**src/rtl/div_ctrl.sv**
```systemverilog
// div_ctrl: multi-cycle RV32M divide/remainder sequencer (DIV, DIVU, REM, REMU).
// Restoring shift-subtract datapath, one quotient bit per cycle, with RISC-V sign
// fixup and special-case overrides (divide by zero, signed overflow).
// Optional feature macro: DIV_FAST_SPECIAL_EN -- when defined, divide-by-zero and
// signed overflow skip CALC and return one cycle after acceptance.
module div_ctrl #(
  parameter int unsigned DATA_WIDTH = 32,
  parameter int unsigned CNT_WIDTH  = 5
) (
  input  logic                  clk,
  input  logic                  rst,
  input  logic                  start_i,
  input  logic [1:0]            op_i,
  input  logic [DATA_WIDTH-1:0] dividend_i,
  input  logic [DATA_WIDTH-1:0] divisor_i,
  input  logic [4:0]            rd_i,
  input  logic                  kill_i,
  output logic                  busy_o,
  output logic                  ready_o,
  output logic [DATA_WIDTH-1:0] result_o,
  output logic [4:0]            rd_o
);

  typedef enum logic [1:0] {StIdle, StCalc, StDone} state_e;

  localparam logic [DATA_WIDTH-1:0] MinNeg  = {1'b1, {(DATA_WIDTH-1){1'b0}}};
  localparam logic [CNT_WIDTH-1:0]  LastCnt = CNT_WIDTH'(DATA_WIDTH - 1);

  state_e                  state_q;
  logic [CNT_WIDTH-1:0]    cnt_q;
  logic                    is_rem_q;
  logic                    a_neg_q;
  logic                    b_neg_q;
  logic [DATA_WIDTH-1:0]   dvd_q;   // original dividend, needed for the div-by-zero remainder
  logic [DATA_WIDTH-1:0]   dsr_q;   // divisor magnitude
  logic [DATA_WIDTH-1:0]   rem_q;
  logic [DATA_WIDTH-1:0]   quo_q;

  logic                    in_signed;
  logic                    a_neg_in;
  logic                    b_neg_in;
  logic [DATA_WIDTH-1:0]   a_abs_in;
  logic [DATA_WIDTH-1:0]   b_abs_in;

  logic [DATA_WIDTH:0]     shifted;
  logic [DATA_WIDTH:0]     trial;
  logic                    trial_ok;
  logic [DATA_WIDTH-1:0]   rem_nxt;
  logic [DATA_WIDTH-1:0]   quo_nxt;

  // Final result: special-case overrides first, then sign fixup of the magnitudes.
  function automatic logic [DATA_WIDTH-1:0] finalize(
    input logic                  is_rem,
    input logic                  a_neg,
    input logic                  b_neg,
    input logic [DATA_WIDTH-1:0] dvd,
    input logic [DATA_WIDTH-1:0] dsr_abs,
    input logic [DATA_WIDTH-1:0] q,
    input logic [DATA_WIDTH-1:0] r
  );
    logic div0;
    logic ovf;
    div0 = (dsr_abs == '0);
    // Sign flags are only ever set for signed ops, so this implies a signed op.
    ovf  = a_neg && b_neg && (dvd == MinNeg) && (dsr_abs == DATA_WIDTH'(1));
    if (div0) begin
      finalize = is_rem ? dvd : '1;
    end else if (ovf) begin
      finalize = is_rem ? '0 : MinNeg;
    end else if (is_rem) begin
      finalize = a_neg ? -r : r;
    end else begin
      finalize = (a_neg ^ b_neg) ? -q : q;
    end
  endfunction

  // Operand magnitudes and signs at acceptance.
  always_comb begin
    in_signed = ~op_i[0];
    a_neg_in  = in_signed & dividend_i[DATA_WIDTH-1];
    b_neg_in  = in_signed & divisor_i[DATA_WIDTH-1];
    a_abs_in  = a_neg_in ? -dividend_i : dividend_i;
    b_abs_in  = b_neg_in ? -divisor_i : divisor_i;
  end

  // One restoring step: shift {rem,quo} left, trial-subtract in DATA_WIDTH+1 bits.
  always_comb begin
    shifted  = {rem_q, quo_q[DATA_WIDTH-1]};
    trial    = shifted - {1'b0, dsr_q};
    trial_ok = ~trial[DATA_WIDTH];
    rem_nxt  = trial_ok ? trial[DATA_WIDTH-1:0] : shifted[DATA_WIDTH-1:0];
    quo_nxt  = {quo_q[DATA_WIDTH-2:0], trial_ok};
  end

`ifdef DIV_FAST_SPECIAL_EN
  logic fast_special;

  // Special cases are known from the raw operands and need no iteration.
  always_comb begin
    fast_special = (divisor_i == '0) ||
                   (in_signed && (dividend_i == MinNeg) && (divisor_i == '1));
  end
`endif

  // Sequencer FSM with registered busy/ready/result outputs.
  always_ff @(posedge clk) begin
    if (rst) begin
      state_q  <= StIdle;
      cnt_q    <= '0;
      is_rem_q <= 1'b0;
      a_neg_q  <= 1'b0;
      b_neg_q  <= 1'b0;
      dvd_q    <= '0;
      dsr_q    <= '0;
      rem_q    <= '0;
      quo_q    <= '0;
      busy_o   <= 1'b0;
      ready_o  <= 1'b0;
      result_o <= '0;
      rd_o     <= '0;
    end else begin
      ready_o <= 1'b0;
      unique case (state_q)
        StIdle: begin
          if (start_i && !kill_i) begin
            is_rem_q <= op_i[1];
            a_neg_q  <= a_neg_in;
            b_neg_q  <= b_neg_in;
            dvd_q    <= dividend_i;
            dsr_q    <= b_abs_in;
            rem_q    <= '0;
            quo_q    <= a_abs_in;
            cnt_q    <= '0;
            rd_o     <= rd_i;
            busy_o   <= 1'b1;
            state_q  <= StCalc;
`ifdef DIV_FAST_SPECIAL_EN
            if (fast_special) begin
              result_o <= finalize(op_i[1], a_neg_in, b_neg_in, dividend_i, b_abs_in,
                                   '0, '0);
              ready_o  <= 1'b1;
              state_q  <= StDone;
            end
`endif
          end
        end
        StCalc: begin
          if (kill_i) begin
            busy_o  <= 1'b0;
            state_q <= StIdle;
          end else begin
            rem_q <= rem_nxt;
            quo_q <= quo_nxt;
            cnt_q <= cnt_q + CNT_WIDTH'(1);
            if (cnt_q == LastCnt) begin
              result_o <= finalize(is_rem_q, a_neg_q, b_neg_q, dvd_q, dsr_q,
                                   quo_nxt, rem_nxt);
              ready_o  <= 1'b1;
              state_q  <= StDone;
            end
          end
        end
        StDone: begin
          // The pulse is already on the wire; kill or not, return to idle.
          busy_o  <= 1'b0;
          state_q <= StIdle;
        end
        default: begin
          busy_o  <= 1'b0;
          state_q <= StIdle;
        end
      endcase
    end
  end

endmodule

```
**config.mk**
```make
export PLATFORM = sky130hd
export DESIGN_NAME = div_ctrl
export DESIGN_NICKNAME = d
export VERILOG_FILES = /design/src/rtl/div_ctrl.sv
export SDC_FILE = /design/constraint.sdc
export NUM_CORES = 1
export LEC_CHECK = 0
export BUFFER_PORTS_ARGS = -buffer_cell sky130_fd_sc_hd__buf_2
export CAP_MARGIN = 20
export CORE_UTILIZATION = 39
export DETAILED_ROUTE_END_ITERATION = 6
export PLACE_DENSITY_LB_ADDON = 0.25
export SYNTH_ARGS = -nofsm -noshare
export SYNTH_HDL_FRONTEND = slang
export SYNTH_SLANG_ARGS = --single-unit
```
**constraint.sdc**
```tcl
create_clock -name clk -period 8.37 [get_ports clk]
set_input_delay 1.2555 -clock clk [delete_from_list [all_inputs] [get_ports clk]]
set_output_delay 1.2555 -clock clk [all_outputs]
set_load 0.05 [all_outputs]
```
# Yosys cells after proc, flatten, opt, wreduce, memory -nomap -nowiden
# Index checks and enable logic that the tools add are counted.
# word_totals
ff_bits,177
wordCells,75
output_inout_bits,39
in_bits,75
# classes
bitwise,7
muxes,27
n_eq_ne,8
reduce_logical,14
add_sub_neg,6
# ops
operator,n
$mux 32,14
$neg 32->32,4
$pmux 32 s2,2
$sub 33x32->33,1
$eq 32x1->1 const B,1
$eq 32x32->1 const B,1
$logic_not 32->1,1
$mux 5,2
$pmux 5 s2,1
$mux 2,3
$ne 2x2->1 const B,3
$reduce_and 2->1,3
$reduce_and 3->1,2
$add 5x1->5 const B,1
$eq 5x5->1 const B,1
$logic_and 1x1->1,4
$not 1->1,4
$pmux 2 s2,1
$mux 1,3
$ne 3x3->1 const B,1
$reduce_or 3->1,1
$and 1x1->1,2
$eq 2x1->1 const B,1
$logic_not 2->1,1
4 further kinds,4

# Logic depth before layout (Yosys ltp)
# Gate-level depths: netlist (run 1).
# logic_depth
depth_word,7
ltp_mapped,24
depth_no_buf,23

# Worst setup path after synthesis (run 1)
# OpenSTA, ideal clock, no wires.
# synth_path
path_type,register to register
start,reg quo_q[31]
end,reg result_o[22]
path_buffers,1
required_ns,8.282
stages_incl_launch_ff,23
path_slack_ns,3.023
setup_time_ns,0.088
synth_period_minus_slack_ns,5.347
arrival_time_ns,5.259
path_cell_list,dfxtp_1 > inv_1 > ha_1 > inv_1 > fa_1 > a211oi_2 > nor3_4 > o2111ai_2 > a2111oi_4 > o21a_1 > nor2_2 > buf_2 > mux2_2 > inv_1 > ha_1 > inv_1 > or3_1 > or4b_1 > nor4_1 > o21bai_1 > or4_1 > a211o_1 > a311oi_2
# synth_via
elab_chain_cells,7
word_cells_on_any_way,10
cone_classes,add/sub: 3; mux: 6; bitwise: 1
# synth_rtl
item,line_no,text
from (decl),37,logic [DATA_WIDTH-1:0] quo_q;
from (signal assigned),132,quo_q <= a_abs_in;
from (signal assigned),153,quo_q <= quo_nxt;
$sub 33x32->33,89,"trial = shifted - {1'b0, dsr_q};"
$mux 32 / $not 1->1 (equally long branches),"91, 90",
"$neg 32->32, on equally long branches","71, 73",
"$mux 32, on equally long branches","71, 73",
$mux 32 *,70,end else if (is_rem) begin
$mux 32 *,68,end else if (ovf) begin
$mux 32 *,66,if (div0) begin
to (signal assigned),156,"result_o <= finalize(is_rem_q, a_neg_q, b_neg_q, dvd_q, dsr_q,"
to (decl),20,"output logic [DATA_WIDTH-1:0] result_o,"
# Mark *: on every way between the ends. The rest lies on a longest branch, timed or not.
# A chain may end at the register's enable or synchronous reset.

# Worst setup path after layout (run 1)
# Ends and elaborated chain as after synthesis.

==> key figures, run 1 <==
Synthesis
  – Most used DFF post-synth: dfxtp_1
  – Distinct cells, synth: 83
  – Synthesized netlist cell count: 1,784
  – Post-synthesis register bit count: 177
  – Yosys warns: 0
  – Syn_area_per_cell: 7.16 µm²
  – Synth async-reset ratio: 0%
  – Sequential area share after synthesis: 27.7%
  – Net count after synthesis: 1,899
  – Post-synth EDFFs: 0
  – Synth Cell Area: 12,800 µm²

Clock tree
  – Setup Buffers After CTS: 0
  – Clock Sinks: 177
  – CTS HTree Levels: 4
  – Max Root-Sink Buffers: 2
  – Clk_lat worst skew: 450 ps
  – PostCTS Resize Cnt: 0
  – CTS buffer count: 17
  – CTS tree: built
  – Root Driver: clkbuf_16
  – Hold_buf cts: 0
  – Clock-pin slew on the worst setup and hold paths: 70 ps

Final layout
  – Area Overhead vs Synth: 11.2%
  – Most common cell after layout, fill and taps aside: nand2_1
  – Nets: 1,933
  – Layout Utilization: 44.6%
  – Commonest cells after routing, fill and taps aside: nand2_1 (241), nor2_1 (232), a21oi_1 (193)
  – Share of layout cells above drive strength 1: 11.0%
  – Filler instances: 3,339

Timing
  – Max-slew violations: 0
  – Setup TNS: 0 ps
  – Fmax: 154 MHz
  – Period utilisation layout: 77.6%
  – Slew margin rel.: 30.2%
  – Skew final: 14.2 ps
  – RSZ-0062 raised after global routing: false
  – Final setup fails: 0
  – Worst slew pin tran: 1050 ps
  – Endpoints failing hold: 0
  – Crit path time final: 6490 ps
  – Hold_ws: 449 ps

Status
  – Outcome: completed

Critical path
  – Cell Chain, Critical Path: inv_1, ha_1, inv_1, fa_1, a211oi_2, nor3_4, o2111ai_2, a2111oi_4, o21a_1, nor2_4, buf_4, mux2_2, inv_1, ha_1, inv_1, or3_1, or4b_1, nor4_1, o21bai_1, or4_1, a211o_1, a311oi_2
  – Crit path top cell by count: inv_1
  – RR Startpoint: quo_q[31]
  – Crit-path max FO: 29
  – Critical Path Start Type: register
  – Worst reg2reg path depth: 22
  – CP required: 8730 ps
  – Critical path class: reg -> reg
  – Critical Path Stages: 22
  – Worst Path Buf+Inv: 5
  – Largest delay contributor family on the critical path: simple AND/OR/NAND/NOR gates
  – R2r setup slk: 1880 ps
  – Largest stage delay, worst path: 600 ps
  – Worst Setup End Kind: register
  – Critical path's slowest cell: nor2_4
  – RR Endpoint: result_o[22]
  – Worst EP arrival: 6860 ps
  – Crit path capture: result_o[22]
  – Crit path from: quo_q[31]

Power
  – Switching pwr: 744 µW
  – Static Leak: 0.00555 µW
  – Sw Ratio: 32.7%
  – Sequential share of power: 40.2%
  – Cell-internal power: 1530 µW
  – Clock Power Share: 37.0%
  – VDD IR max: 0.000136 V
  – Power per cell area: 160 nW/µm²
  – Comb pwr share: 22.7%

Floorplan
  – Core area: 31,900 µm²
  – FP Rows: 65
  – Initial Util: 40.1%
  – Num ports: 114
  – Die width: 183 µm
  – Vert. Die Dim: 183 µm
  – DIE AREA: 33,500 µm²

Detailed routing
  – Avg Vias per Cell: 5.91
  – Final ANT Viol Nets: 0
  – Iter 0 DRT Violations: 1,338
  – DR vias: 13,400
  – Pre-antenna DRT Iters: 6
  – # DRC: 0
  – Routed WL: 43,900 µm
  – WL/cell: 19.4 µm

Global routing
  – GRT Util Overall: 26.2%
  – Congestion Overflow GR: 0
  – Number of global-route vias before repair: 12,000
  – Largest net degree at the start of global routing: 97
  – Antenna violations before repair: 0
  – Global-route wire length before repair: 68,600 µm

Place
  – IO Port Bufs: 113
  – Hpwl dp: 33,000 µm
  – Final Wtd Congestion: 0.916

Job
  – Maxcap violations: 0

Worst hold path
  – Hold wc startpoint: result_o[8]
  – Hold depth: 2
  – Hold WC Path Type: reg -> reg
-- cell families after synthesis --
logic type | synth area share, %
AO/OA/AOI/OAI | 27.4
XOR/XNOR | 8.09
buffers and inverters | 5.28
flip-flops | 27.7
multiplexers | 2.14
adder cells (fa/ha/maj) | 3.98
AND/OR/NAND/NOR | 25.4
-- metrics by stage --
step	total power [µW]	std cells	setup slack, ps	cell area [µm²]
floorplan	1280	1784	3020	12800
global placement	1440	2232	2080	13600
detailed placement	1440	2233	1950	13600
CTS	2280	2264	1910	14200
global route	2380	2265	1330	14200
finish	2280	2267	1880	14200
-- worst min-delay path, delay by kind of cell (launching register included) --
| family | cells | cell delay, ps |
|---|---|---|
| flip-flops | 1 | 310 |
| AND/OR/NAND/NOR | 1 | 50 |
| AO/OA/AOI/OAI | 1 | 50 |
-- layer usage --
metal,vias to the layer above,track usage [%],part of all wire (%)
met5,-,0,0
met4,0,8.70,2.4
met3,61,4.23,6.8
met2,497,39.2,43
met1,6322,38.0,48
li1,6523,-,-
-- sequential cells by signal, summed over array words and instances (netlist names) --
register	cells
dsr_q	32
ready_o	1
rem_q	32
quo_q	32
is_rem_q	1
b_neg_q	1
a_neg_q	1
dvd_q	32
busy_o	1
rd_o	5
state_q	2
cnt_q	5
result_o	32
-- power groups by stage --
stage | Combinational (µW) | Sequential (µW) | Clock (µW)
floorplan | 365 | 920 | 0
finish | 518 | 917 | 843
CTS | 510 | 914 | 857
detailed placement | 507 | 934 | 0
global route | 573 | 920 | 891
global placement | 504 | 933 | 0
-- worst min-delay path by stage --
stage / end / slack (ps)
3_3_place_gp: rd_o[4] / 440
5_1_grt: result_o[12] / 480
3_5_place_dp: result_o[8] / 450
2_1_floorplan: cnt_q[4] / 440
4_1_cts: result_o[8] / 460
6_report: result_o[8] / 450
-- Yosys cell counts (all sizes together) (7+ instances only) --
cell type | instances | area [µm²]
o41ai | 10 | 95.1
o21ai | 97 | 489
a22oi | 30 | 225
xor2 | 48 | 420
dfxtp | 177 | 3540
nor4b | 7 | 88.8
nor2 | 237 | 892
xnor2 | 70 | 613
a21o | 11 | 82.6
or4 | 11 | 82.6
o21bai | 13 | 97.6
o211ai | 10 | 75.1
a311oi | 15 | 138
o31ai | 24 | 180
nor3 | 53 | 282
nand3b | 7 | 52.6
and3 | 11 | 68.8
or3 | 29 | 181
a21oi | 195 | 983
mux2 | 11 | 124
inv | 59 | 224
nand4 | 17 | 106
nand2 | 241 | 905
nand2b | 12 | 75.1
and2 | 7 | 43.8
a211oi | 69 | 523
nor4 | 33 | 213
mux2i | 15 | 150
clkbuf | 99 | 372
nand3 | 18 | 90.1
ha | 39 | 488
a31oi | 10 | 62.6
buf | 16 | 75.1
-- layout make-up --
class | instances | area (µm²) | share of cell area (%)
clock inverter | 12 | 160 | 1.13
antenna | 2 | 5.00 | 0.0352
inverter | 60 | 228 | 1.60
timing repair buffer | 130 | 697 | 4.90
clock buffer | 19 | 443 | 3.12
tap | 435 | 544 | 3.83
multi-input combinational | 1432 | 8590 | 60.5
sequential | 177 | 3540 | 24.9
Note: power is estimated with default switching activity, not from simulation.
==> run 2, diff against run 1 <==
==> constraint.sdc (replaced) <==
create_clock -name clk -period 6.1 [get_ports clk]
set_input_delay 0.915 -clock clk [delete_from_list [all_inputs] [get_ports clk]]
set_output_delay 0.915 -clock clk [all_outputs]
set_load 0.05 [all_outputs]
==> key figures, run 2 (synthesis results as in run 1) <==
Status
  – Outcome: completed

Timing
  – Fmax: 179 MHz (+16%)
  – RSZ-0062 raised after global routing: false
  – Worst slew pin tran: 1090 ps (+40.7 ps)
  – Final setup fails: 0 (unchanged)
  – Crit path time final: 5580 ps (-912 ps)
  – Max-slew violations: 0 (unchanged)
  – Slew margin rel.: 27.3% (-2.9 points)
  – Setup TNS: 0 ps (unchanged)
  – Endpoints failing hold: 0 (unchanged)
  – Period utilisation layout: 91.5% (+14 points)
  – Final setup margin: 518 ps (-1360 ps)
  – Skew final: 20.3 ps (+6.14 ps)
  – Hold_ws: 452 ps (+2.39 ps)

Clock tree
  – Root Driver: clkbuf_16
  – CTS tree: built
  – CTS HTree Levels: 4 (unchanged)
  – Clk_lat worst skew: 450 ps (about the same)
  – Clock Sinks: 177 (unchanged)
  – Max Root-Sink Buffers: 2 (unchanged)
  – Clock-pin slew on the worst setup and hold paths: 80 ps (about the same)
  – CTS buffer count: 17 (unchanged)

Detailed routing
  – Final ANT Viol Nets: 0 (unchanged)
  – Avg Vias per Cell: 5.93 (+0.34%)
  – Iter 0 DRT Violations: 1,396 (+4.3%)
  – WL met2: 19,300 µm (+2.9%)
  – DR vias: 13,400 (+0.34%)
  – Metal3 WL: 3400 µm (+14%)
  – Wl on met1: 20,900 µm (-0.87%)
  – Pre-antenna DRT Iters: 6 (unchanged)
  – WL/cell: 19.6 µm (+1.2%)
  – # DRC: 0 (unchanged)
  – Top sig layer: met4
  – Routed WL: 44,400 µm (+1.2%)

Global routing
  – GRT Util Overall: 26.5% (+0.26 points)
  – Largest net degree at the start of global routing: 79 (-19%)
  – Number of global-route vias before repair: 12,300 (+2.3%)
  – Global-route wire length before repair: 69,700 µm (+1.5%)
  – Congestion Overflow GR: 0 (unchanged)
  – Antenna violations before repair: 0 (unchanged)

Final layout
  – Most common cell after layout, fill and taps aside: nand2_1
  – Nets: 1,934 (+0.052%)
  – FF/Latch Area: 3540 µm² (unchanged)
  – Share of layout cells above drive strength 1: 11.3% (+0.26 points)
  – Ant. Diodes: 0 (-2)
  – Commonest cells after routing, fill and taps aside: nand2_1 (241), nor2_1 (232), a21oi_1 (193)
  – Design area: 14,200 µm² (about the same)
  – Area of the multi-input gates: 8610 µm² (+0.17%)
  – Filler instances: 3,387 (+1.4%)
  – Area Overhead vs Synth: 11.2% (about the same)

Critical path
  – Crit path from: dsr_q[17]
  – Crit-path max FO: 12 (-59%)
  – Critical path class: reg -> reg
  – Cell Chain, Critical Path: inv_1, ha_1, a21oi_1, o21ai_0, a211oi_1, o31ai_2, nor3_2, nor2_4, mux2_2, inv_1, ha_1, inv_1, or3_1, or4b_1, o31a_1, a2111oi_0, nor4b_2, mux2i_1, a211oi_1
  – Worst reg2reg path depth: 19 (-14%)
  – Largest stage delay, worst path: 570 ps (-30 ps)
  – Worst Setup End Kind: register
  – Critical Path Start Type: register
  – RR Startpoint: dsr_q[17]
  – CP required: 6420 ps (-2310 ps)
  – Crit path top cell by count: inv_1
  – R2r setup slk: 520 ps (-1360 ps)
  – RR Endpoint: result_o[28]
  – Worst EP arrival: 5900 ps (-960 ps)
  – Critical path's slowest cell: or4b_1

Place
  – Pre-CTS setup slack: 454 ps (-1490 ps)
  – IO Port Bufs: 113 (unchanged)
  – Final Wtd Congestion: 0.918 (+0.14%)
  – Post-DP Area: 13,600 µm² (about the same)
  – Hpwl dp: 33,500 µm (+1.6%)

Floorplan
  – Vert. Die Dim: 183 µm (unchanged)
  – Die width: 183 µm (unchanged)
  – Num ports: 114 (unchanged)
  – Initial Util: 40.1% (unchanged)
  – FP Rows: 65 (unchanged)
  – Core area: 31,900 µm² (unchanged)
  – DIE AREA: 33,500 µm² (unchanged)

Power
  – Power per cell area: 216 nW/µm² (+35%)
  – Total Power: 3070 µW (+35%)
  – Static Leak: 0.00556 µW (+0.21%)
  – VDD IR max: 0.000185 V (+36%)

Worst hold path
  – Hold wc startpoint: result_o[2]
  – Hold depth: 2 (unchanged)
  – Hold WC Path Type: reg -> reg
  – Hold Path Sink: result_o[2]

Job
  – Maxcap violations: 0 (unchanged)
run 2: cell count changes in the layout (fill, tap and decap cells not counted), moves of 2 or more:
cell and change:
buf_4 +2, inv_6 +5, bufinv_16 -3, inv_8 +3
diode_2 -2, clkinvlp_4 -3
run 2: per-layer routing:
metal | track usage, % | vias up
met5 | 0 | -
met3 | 4.55 | 57
met2 | 40.4 | 583
li1 | - | 6500
met4 | 6.47 | 0
met1 | 38.4 | 6308
run 2: worst max path at each step:
stage	to	slack, ps	cells after the start
3_5_place_dp	result_o[28]	450	19
5_1_grt	result_o[28]	80	19
3_3_place_gp	result_o[28]	640	19
4_1_cts	result_o[28]	400	19
2_1_floorplan	result_o[22]	750	22
6_report	result_o[28]	520	19
run 2: layout make-up:
class                           count  area share [%]
Multi-Input combinational cell   1432            60.6
Inverter                           60            1.60
Timing Repair Buffer              131            5.04
Clock buffer                       17            3.00
Clock inverter                     15           0.995
Tap cell                          435            3.83
Sequential cell                   177            24.9
run 2: worst max-delay path: cells and delay by family (launching register included):
family / cells / cell delay [ps]
adders and majority gates: 2 / 670
muxes: 2 / 620
DFF: 1 / 370
AOI/OAI and AO/OA: 7 / 1940
and+or+nand+nor: 5 / 1620
buffers and inverters: 3 / 230
run 2: what timing repair did:
item	4_1_cts	5_1_grt
setup endpoints to repair	0	2
gates resized for setup	0	2
endpoints found under the hold margin	0	0
setup buffers	0	0
hold buffers	0	0
run 2: stage by stage:
stage,util (%),std cells
after detailed placement,42.7,2234
after floorplan,-,1784
after global placement,42.7,2234
final,44.6,2267
after CTS,44.5,2266
after global routing,44.6,2267
run 2: where the power goes:
part           internal (µW)  switching [µW]
Combinational            251             469
Clock                    544             553
Sequential              1200            56.6
==> run 3, diff against run 2 <==
--- a/config.mk
+++ b/config.mk
@@ -5,9 +5,10 @@
 export SDC_FILE = /design/constraint.sdc
 export NUM_CORES = 1
 export LEC_CHECK = 0
+export ABC_AREA = 1
 export BUFFER_PORTS_ARGS = -buffer_cell sky130_fd_sc_hd__buf_2
 export CAP_MARGIN = 20
-export CORE_UTILIZATION = 39
+export CORE_UTILIZATION = 25
 export DETAILED_ROUTE_END_ITERATION = 6
 export PLACE_DENSITY_LB_ADDON = 0.25
 export SYNTH_ARGS = -nofsm -noshare
==> key figures, run 3 <==
Floorplan
  – DIE AREA: 56,700 µm² (+69%)
  – Initial Util: 25.3% (-15 points)
  – Num ports: 114 (unchanged)
  – Die width: 238 µm (+30%)
  – FP Rows: 86 (+32%)
  – Vert. Die Dim: 238 µm (+30%)
  – Core area: 55,100 µm² (+73%)

Detailed routing
  – WL/cell: 17.4 µm (-11%)
  – # DRC: 0 (unchanged)
  – Iter 0 DRT Violations: 1,272 (-8.9%)
  – Pre-antenna DRT Iters: 7 (+1)
  – Final ANT Viol Nets: 0 (unchanged)
  – DR vias: 15,300 (+14%)
  – Routed WL: 55,000 µm (+24%)
  – Avg Vias per Cell: 4.84 (-18%)

Power
  – VDD IR max: 0.000216 V (+17%)
  – Static Leak: 0.00773 µW (+39%)
  – Power per cell area: 246 nW/µm² (+14%)

Global routing
  – Global-route wire length before repair: 85,200 µm (+22%)
  – Largest net degree at the start of global routing: 78 (-1.3%)
  – GRT Util Overall: 19.6% (-6.9 points)
  – Congestion Overflow GR: 0 (unchanged)
  – Number of global-route vias before repair: 14,500 (+18%)
  – Antenna violations before repair: 2 (+2)

Clock tree
  – Max Root-Sink Buffers: 2 (unchanged)
  – Clock Sinks: 177 (unchanged)
  – Hold_buf cts: 0 (unchanged)
  – Clock-pin slew on the worst setup and hold paths: 80 ps (about the same)
  – CTS HTree Levels: 4 (unchanged)
  – Root Driver: clkbuf_16
  – PostCTS Resize Cnt: 0 (unchanged)
  – Clk_lat worst skew: 480 ps (+30 ps)
  – CTS buffer count: 17 (unchanged)
  – CTS tree: built
  – Setup Buffers After CTS: 0 (unchanged)

Synthesis
  – Post-synthesis register bit count: 177 (unchanged)
  – Net count after synthesis: 2,451 (+29%)
  – Synth async-reset ratio: 0% (unchanged)
  – Syn_area_per_cell: 5.96 µm² (-17%)
  – Distinct cells, synth: 56 (-33%)
  – Yosys warns: 0 (unchanged)
  – Synth top area cells: dfxtp_1 (25%), nand2_1 (18%), inv_1 (8.7%), o21ai_0 (6.6%), nand3_1 (6.4%)
  – Count leader, synth: nand2_1
  – Sequential area share after synthesis: 25.4% (-2.3 points)
  – Synth cell count leaders: nand2_1 (685), inv_1 (321), o21ai_0 (183), dfxtp_1 (177), nand3_1 (177)
  – Synthesized netlist cell count: 2,336 (+31%)
  – Area leader, netlist: dfxtp_1
  – Synth top area share: 25.4% (-2.3 points)
  – Most used DFF post-synth: dfxtp_1
  – Post-synth EDFFs: 0 (unchanged)
  – Synth Cell Area: 13,900 µm² (+9.0%)

Final layout
  – Nets: 2,510 (+30%)
  – Most common cell after layout, fill and taps aside: nand2_1
  – Design area: 15,800 µm² (+11%)
  – Area Overhead vs Synth: 13.4%
  – Area of the multi-input gates: 8720 µm² (+1.3%)
  – Filler instances: 6,312 (+86%)
  – FF/Latch Area: 3540 µm² (about the same)
  – Commonest cells after routing, fill and taps aside: nand2_1 (685), inv_1 (320), o21ai_0 (183)
  – Ant. Diodes: 0 (unchanged)
  – Share of layout cells above drive strength 1: 10.8% (-0.46 points)

Critical path
  – Worst EP arrival: 5130 ps (-770 ps)
  – Critical path class: reg -> reg
  – Worst Setup End Kind: register
  – Crit path top cell by count: nand2_1
  – R2r setup slk: 1340 ps (+820 ps)
  – CP required: 6470 ps (+50 ps)
  – Critical Path Start Type: register
  – Worst reg2reg path depth: 31 (+12)
  – Largest stage delay, worst path: 380 ps (-190 ps)
  – Critical path's slowest cell: fa_1
  – Crit-path max FO: 53 (+41)

Status
  – Outcome: completed

Place
  – IO Port Bufs: 113 (unchanged)
  – Post-DP Area: 15,200 µm² (+11%)
  – Final Wtd Congestion: 0.917 (about the same)
  – Hpwl dp: 42,500 µm (+27%)

Worst hold path
  – Hold depth: 2 (unchanged)
  – Hold WC Path Type: reg -> reg

Timing
  – Worst slew pin tran: 1010 ps (-77.1 ps)
  – Endpoints failing hold: 0 (unchanged)
  – Final setup fails: 0 (unchanged)
  – RSZ-0062 raised after global routing: false
  – Hold_ws: 448 ps (-3.61 ps)
  – Period utilisation layout: 78.1% (-13 points)
  – Crit path time final: 4760 ps (-820 ps)
  – Skew final: 10.7 ps (-9.57 ps)
  – Setup TNS: 0 ps (unchanged)
  – Slew margin rel.: 32.5% (+5.2 points)
  – Fmax: 210 MHz (+17%)
  – Max-slew violations: 0 (unchanged)

Job
  – Maxcap violations: 0 (unchanged)
[run 3: changes by cell type in the layout (fill, tap and decap cells not counted), moves of 23 or more]
cell / before / now
a211oi_1: 68 / 0
a22oi_1: 30 / 0
inv_1: 58 / 320
nand2_1: 241 / 685
nand2_2: 0 / 30
nand3_1: 18 / 177
nor2_1: 232 / 155
nor3_1: 49 / 26
o21ai_0: 91 / 183
or3_1: 29 / 0
xnor2_1: 70 / 18
[run 3: per-layer routing]
layer	routed length [µm]	vias up	global-route usage, %
li1	-	7703	-
met1	26200	7108	26.9
met2	25000	399	32.0
met3	2450	62	2.19
met4	1300	2	6.35
met5	13	-	0
[run 3: path summary, 6_finish.rpt]
check,start,endpoint
setup / recovery,quo_q[31],result_o[28]
hold / removal,rd_o[4],rd_o[4]
setup reg to reg,quo_q[31],result_o[28]
hold reg to reg,rd_o[4],rd_o[4]
[run 3: per-stage QoR]
| stage | setup slack (ps) | cells | power, µW | utilization (%) |
|---|---|---|---|---|
| detailed placement | 1390 | 3123 | 2730 | 27.5 |
| global placement | 1440 | 3123 | 2720 | 27.5 |
| global route | 706 | 3156 | 4130 | 28.7 |
| floorplan | 2080 | 2336 | 2270 | - |
| CTS | 1390 | 3155 | 3890 | 28.6 |
| finish | 1340 | 3156 | 3890 | 28.7 |
[run 3: where the power goes]
part	internal [µW]	switching (µW)
logic	413	965
registers	1250	95.6
clock network	622	545
[run 3: final cells by class]
| type | count | share of cell area [%] |
|---|---|---|
| clock buffers | 19 | 2.80 |
| clock inverters | 13 | 0.974 |
| repair buffers | 133 | 4.66 |
| inverters | 336 | 7.99 |
| flip-flops and latches | 177 | 22.4 |
| multi-input cells | 1730 | 55.2 |
| well taps | 748 | 5.93 |
[run 3: logic make-up after synthesis]
kind of cell	synth area share (%)
adder cells (fa/ha/maj)	3.65
flip-flops	25.4
AND/OR/NAND/NOR	37.7
buffers and inverters	12.1
XOR/XNOR	3.33
AO/OA/AOI/OAI	17.8
[run 3: worst max-delay path, delay by kind of cell (launching register included)]
family | cells | cell delay [ps]
buf+inv | 3 | 190
flops | 1 | 350
fa+ha+maj | 3 | 720
simple gates | 21 | 2920
compound gates | 4 | 440
